$ cat src/rtl/ram_arbiter.sv
// Two-port round-robin arbiter/sequencer in front of a single-port synchronous RAM.
// Optional out-of-range trapping is enabled by defining RAM_ARB_BOUNDS_CHECK_EN.
module ram_arbiter #(
  parameter int          ADDR_WIDTH = 5,
  parameter int          DATA_WIDTH = 8,
  parameter int unsigned DEPTH      = 16
) (
  input  logic                  clk,
  input  logic                  rst,
  input  logic                  req0_valid,
  input  logic                  req0_we,
  input  logic [ADDR_WIDTH-1:0] req0_addr,
  input  logic [DATA_WIDTH-1:0] req0_wdata,
  output logic                  req0_ready,
  input  logic                  req1_valid,
  input  logic                  req1_we,
  input  logic [ADDR_WIDTH-1:0] req1_addr,
  input  logic [DATA_WIDTH-1:0] req1_wdata,
  output logic                  req1_ready,
  output logic                  rsp0_valid,
  output logic [DATA_WIDTH-1:0] rsp0_rdata,
  output logic                  rsp0_err,
  output logic                  rsp1_valid,
  output logic [DATA_WIDTH-1:0] rsp1_rdata,
  output logic                  rsp1_err,
  output logic [ADDR_WIDTH-1:0] ram_addr,
  output logic [DATA_WIDTH-1:0] ram_data_in,
  output logic                  ram_read_enable,
  output logic                  ram_write_enable,
  input  logic [DATA_WIDTH-1:0] ram_data_out
);

  typedef enum logic [1:0] {IDLE, ISSUE, RESP} state_t;

  if (DEPTH == 0 || DEPTH > (2 ** ADDR_WIDTH)) begin : g_depth_check
    $error("ram_arbiter: DEPTH must lie in 1 .. 2**ADDR_WIDTH");
  end

  state_t                state_q, state_d;
  logic                  last_grant_q, last_grant_d;
  logic                  owner_q, owner_d;
  logic                  we_q, we_d;
  logic                  err_q, err_d;
  logic [ADDR_WIDTH-1:0] ram_addr_q, ram_addr_d;
  logic [DATA_WIDTH-1:0] ram_data_in_q, ram_data_in_d;
  logic                  ram_re_q, ram_re_d;
  logic                  ram_we_q, ram_we_d;
  logic                  rsp0_valid_q, rsp0_valid_d;
  logic                  rsp1_valid_q, rsp1_valid_d;

  logic                  grant_any;
  logic                  grant_port;
  logic                  sel_we;
  logic [ADDR_WIDTH-1:0] sel_addr;
  logic [DATA_WIDTH-1:0] sel_wdata;
  logic                  sel_oor;
  logic                  rsp_is_read;

  always_comb begin
    grant_any  = (state_q == IDLE) && (req0_valid || req1_valid);
    // On a tie the port that did not win last time takes the grant.
    if (req0_valid && req1_valid) grant_port = ~last_grant_q;
    else                          grant_port = req1_valid;
    sel_we    = grant_port ? req1_we    : req0_we;
    sel_addr  = grant_port ? req1_addr  : req0_addr;
    sel_wdata = grant_port ? req1_wdata : req0_wdata;
`ifdef RAM_ARB_BOUNDS_CHECK_EN
    sel_oor   = (32'(sel_addr) >= DEPTH);
`else
    sel_oor   = 1'b0;
`endif
  end

  // Ready is combinational; rst masks it so it drops the moment reset asserts.
  assign req0_ready = grant_any && !grant_port && !rst;
  assign req1_ready = grant_any &&  grant_port && !rst;

  always_comb begin
    state_d       = state_q;
    last_grant_d  = last_grant_q;
    owner_d       = owner_q;
    we_d          = we_q;
    err_d         = err_q;
    ram_addr_d    = ram_addr_q;
    ram_data_in_d = ram_data_in_q;
    ram_re_d      = 1'b0;
    ram_we_d      = 1'b0;
    rsp0_valid_d  = 1'b0;
    rsp1_valid_d  = 1'b0;
    case (state_q)
      IDLE: begin
        if (grant_any) begin
          state_d       = ISSUE;
          owner_d       = grant_port;
          last_grant_d  = grant_port;
          we_d          = sel_we;
          err_d         = sel_oor;
          ram_addr_d    = sel_addr;
          ram_data_in_d = sel_wdata;
          ram_re_d      = !sel_we && !sel_oor;
          ram_we_d      =  sel_we && !sel_oor;
        end
      end
      ISSUE: begin
        state_d      = RESP;
        rsp0_valid_d = !owner_q;
        rsp1_valid_d =  owner_q;
      end
      RESP:    state_d = IDLE;
      default: state_d = IDLE;
    endcase
  end

  always_ff @(posedge clk or posedge rst) begin
    if (rst) begin
      state_q       <= IDLE;
      last_grant_q  <= 1'b1;
      owner_q       <= 1'b0;
      we_q          <= 1'b0;
      err_q         <= 1'b0;
      ram_addr_q    <= '0;
      ram_data_in_q <= '0;
      ram_re_q      <= 1'b0;
      ram_we_q      <= 1'b0;
      rsp0_valid_q  <= 1'b0;
      rsp1_valid_q  <= 1'b0;
    end else begin
      state_q       <= state_d;
      last_grant_q  <= last_grant_d;
      owner_q       <= owner_d;
      we_q          <= we_d;
      err_q         <= err_d;
      ram_addr_q    <= ram_addr_d;
      ram_data_in_q <= ram_data_in_d;
      ram_re_q      <= ram_re_d;
      ram_we_q      <= ram_we_d;
      rsp0_valid_q  <= rsp0_valid_d;
      rsp1_valid_q  <= rsp1_valid_d;
    end
  end

  assign ram_addr         = ram_addr_q;
  assign ram_data_in      = ram_data_in_q;
  assign ram_read_enable  = ram_re_q;
  assign ram_write_enable = ram_we_q;

  // RAM read data arrives in RESP and is forwarded without another register stage.
  assign rsp_is_read = !we_q && !err_q;
  assign rsp0_valid  = rsp0_valid_q;
  assign rsp1_valid  = rsp1_valid_q;
  assign rsp0_rdata  = (rsp0_valid_q && rsp_is_read) ? ram_data_out : '0;
  assign rsp1_rdata  = (rsp1_valid_q && rsp_is_read) ? ram_data_out : '0;
  assign rsp0_err    = rsp0_valid_q && err_q;
  assign rsp1_err    = rsp1_valid_q && err_q;

endmodule

$ cat config.mk
export PLATFORM = sky130hd
export DESIGN_NAME = ram_arbiter
export DESIGN_NICKNAME = d
export VERILOG_FILES = /design/src/rtl/ram_arbiter.sv
export SDC_FILE = /design/constraint.sdc
export NUM_CORES = 1
export LEC_CHECK = 0
export BUFFER_PORTS_ARGS = -buffer_cell sky130_fd_sc_hd__buf_2
export CORE_MARGIN = 4
export CORE_UTILIZATION = 46
export CTS_BUF_LIST = sky130_fd_sc_hd__clkbuf_4 sky130_fd_sc_hd__clkbuf_8
export DETAILED_ROUTE_END_ITERATION = 10
export GPL_TIMING_DRIVEN = 0
export MAX_ROUTING_LAYER = met4
export PLACE_DENSITY = 0.87
export SYNTH_ARGS = -nofsm -noshare
export SYNTH_HDL_FRONTEND = slang
export SYNTH_SLANG_ARGS = --single-unit
$ cat constraint.sdc
create_clock -name clk -period 3.8 [get_ports clk]
set_clock_uncertainty 0.1 [all_clocks]
set_input_delay 1.14 -clock clk [delete_from_list [all_inputs] [get_ports clk]]
set_output_delay 1.14 -clock clk [all_outputs]
set_load 0.005 [all_outputs]
==> Yosys cells after proc, flatten, opt, wreduce, memory -nomap -nowiden <==
Index checks and enable logic that the tools add are counted.
{ "totals": {"reg_bits": 22, "out_inout_bits": 37} }
{ "classes": {"eq_ne": 2, "n_mux": 14, "bitwise_logic": 1, "reduce_logical": 16} }
{ "op_table": {"columns": ["cell", "count"], "rows": [
  ["8-bit two-way mux", 3],
  ["1-bit logical AND", 8],
  ["1-bit two-way mux", 8],
  ["1-bit logical NOT", 5],
  ["5-bit two-way mux", 1],
  ["2-bit one-hot mux with 2 select lines", 1],
  ["2-bit by 1-bit == test with 1-bit output, second input constant", 1],
  ["2-bit logical NOT", 1],
  ["2-bit two-way mux", 1],
  ["2-bit != test, second input constant", 1],
  ["2-bit AND reduction", 1],
  ["1-bit logical OR", 1],
  ["1-bit NOT", 1]
]} }

==> Longest topological paths before layout <==
{ "logic_depth": {"depth_word": 6, "depth_mapped": 6, "depth_no_buf": 4} }

==> Worst setup path after synthesis <==
OpenSTA, ideal clock, no wires.
{ "synth_timing": {"kind": "in2out", "startpoint": "input port rst", "endpoint": "output port req1_ready", "t_arrival_ns": 1.885, "required_time_ns": 2.560, "path_slack_ns": 0.675, "cell_stages": 2, "path_buffers": 0, "path_cell_list": "inv_1 > and3_1"} }
{ "synth_between": {"elab_chain_len": 2} }
{ "synth_rtl": {"columns": ["item", "line_no", "text"], "rows": [
  ["from (decl)", "9", "input logic rst,"],
  ["1-bit logical NOT (no line)", null, null],
  ["1-bit logical AND", "76", "assign req1_ready = grant_any && grant_port && !rst;"],
  ["to (decl)", "19", "output logic req1_ready,"]
]} }
Every way passes these cells.

==> Worst setup path in the final report <==
Ends and elaborated chain as after synthesis.

==> impl_metrics.yaml <==
outcome:
  outcome: "finished clean"
critical_path:
  worst_r2r_endpoint: "ram_addr[2]"
  start_kind: "primary input"
  worstPathMaxFanout: 23
  crit_path_end_kind: "primary output"
  critical_path_class: "primary input to primary output"
  crit_arrival_ns: 2.25
  rrSetupSlack_ns: 2.30
  reg2reg_from: "state_q[0]"
  cp.required_ns: 2.56
  startpoint: "rst"
  cp-endpoint: "req1_ready"
  worstRegToRegCells: 5
power_and_ir_drop:
  ir_drop_mv: 0.420
  totalPowerFinal_mw: 1.04
  p_leak_nw: 0.860
  powerDensity_nw_per_um2: 644
route:
  drtIter0Drc: 28
  drt_pass1_iterations: 4
  final_antenna_net_count: 0
  avgRoutedWirePerCell_um: 13.5
  route.detailed.drc: 0
  vias: 1152
  viasPerCell: 5.01
  wirelength_mm: 3.10
min_path:
  hp-class: "flip-flop to flip-flop"
synth:
  synth-edff-count: 0
  seq_area_frac_synth_pct: 47.1
  yosys_warnings: 0
  synthFlopType: "dfrtp_1"
  synth_cell_types: 26
  netlist_area_um2: 1170
  synth_top_area_share_pct: 44.8
  ys_seq_elements: 22
  synthCells: 121
  yosys-top-cells-area: "dfrtp_1, and2_1, a31oi_2"
  yosys.area.top_type: "dfrtp_1"
  async_reset_ff_share_pct: 100
  avgSynthCellArea_um2: 9.69
finish:
  layout-drive-gt1-share_pct: 50.5
  nFillCells: 210
  diodes: 0
  finalNetCount: 241
  layout_commonest_cell: "buf_2"
  syn_to_final_growth_pct: 37.7
  multiInputGateArea_um2: 543
  seq_area_um2: 552
  final_cell_mix: "buf_2, nand2_1, dfrtp_1"
grt:
  grt_overflow: 0
  antenna_found_initial: 0
  grt_pass1_vias: 1168
  grt_start_max_net_pins: 24
  track_usage_pct: 18.9
  grt_pass1_wl_mm: 4.94
sta:
  period_share_pct: 91.8
  timing.fmax_mhz: 287
  fin_ws_ns: 0.313
  maxSlewHeadroom_pct: 43.6
  worst_pin_slew_ns: 0.845
  rsz0062_at_grt: "false"
  hold_viol_final: 0
  maxSlewViolCount: 0
  finalWorstPathRequiredPeriod_ns: 3.49
  finalSetupViolations: 0
  finalSetupTns_ns: 0
floorplan:
  die_h_um: 58.5
  die-area_um2: 3420
  ios: 77
  start_util_pct: 47.8
  die_x_um: 58.5
  coreArea_um2: 2450
  rows: 18
placed_design:
  place_ws_ns: 0.266
  port_buffers: 74
  globalplace.congestion: 0.804
  dp_hpwl_mm: 2.50
clock_tree:
  post-cts-setup-buffers: 0
  cts-root-buf: "clkbuf_4"
  clkSinkCount: 22
  cts_resized: 0
  clock_path_buffers: 2
  cts_buffers: 3
  clk_pin_slew_ns: 0.11
  insertion_delay_ns: 0.30
  cts_tree: "yes"
  htreeDepth: 1
  hold_buffers: 0
job:
  maxCapViolCount: 0
logic make-up after synthesis:
| logic type | Yosys count | synth area share [%] |
|---|---|---|
| and+or+nand+nor | 54 | 23.4 |
| AOI/OAI and AO/OA | 33 | 21.5 |
| DFF | 22 | 47.1 |
| buffers and inverters | 10 | 6.94 |
| muxes | 1 | 0.854 |
| other | 1 | 0.320 |
layer usage:
metal | up-vias | wire, um | GRT usage [%]
li1 | 563 | - | -
met1 | 530 | 1210 | 21.4
met2 | 57 | 1590 | 34.9
met3 | 2 | 284 | 3.07
met4 | 0 | 6 | 3.97
met5 | - | 0 | -
sequential cells by signal, indices dropped and copies added, names as in the netlist:
signal	count
ram_write_enable	1
we_q	1
state_q	2
rsp1_valid	1
rsp0_valid	1
ram_addr	5
last_grant_q	1
ram_data_in	8
ram_read_enable	1
owner_q	1
worst max-delay path: stages:
cell and delay, ns:
buf_2 0.10, inv_1 0.61, and3_1 0.28, buf_2 0.11
how the worst min path moves through the flow:
stage / startpoint / slack [ns] / to / cells after the start
2_1_floorplan: owner_q / 0.32 / rsp0_valid / 1
3_3_place_gp: owner_q / 0.34 / rsp0_valid / 1
3_5_place_dp: owner_q / 0.36 / rsp0_valid / 1
4_1_cts: owner_q / 0.39 / rsp0_valid / 1
5_1_grt: owner_q / 0.40 / rsp0_valid / 1
6_report: owner_q / 0.39 / rsp0_valid / 1
area by class of cell:
cell class	count	share of cell area [%]
clock buffers	4	1.86
well taps	30	2.33
repair buffers	74	22.9
inverters	2	0.620
flip-flops and latches	22	34.2
multi-input cells	90	33.6
plain buffers	8	4.42
cells in the mapped netlist, types with 2 or more instances:
library cell and number:
a21oi_1 15, a31oi_1 6, a31oi_2 8, and2_1 18, buf_2 2, buf_4 4
dfrtp_1 21, nand2_1 26, nor2b_1 4
report_power, final:
part / internal (mW) / switching (mW) / total (mW)
registers: 0.349 / 0.0632 / 0.412
clock network: 0.0479 / 0.0675 / 0.115
logic: 0.244 / 0.267 / 0.511
per-stage QoR:
stage | area (um2) | instances | util [%] | hold WS (ns)
2_1_floorplan | 1180 | 122 | - | 0.317
3_3_place_gp | 1580 | 226 | 64.5 | 0.342
3_5_place_dp | 1580 | 226 | 64.5 | 0.365
4_1_cts | 1610 | 230 | 65.7 | 0.392
5_1_grt | 1610 | 230 | 65.7 | 0.403
6_report | 1610 | 230 | 65.7 | 0.387
Note: power is estimated with default switching activity, not from simulation.
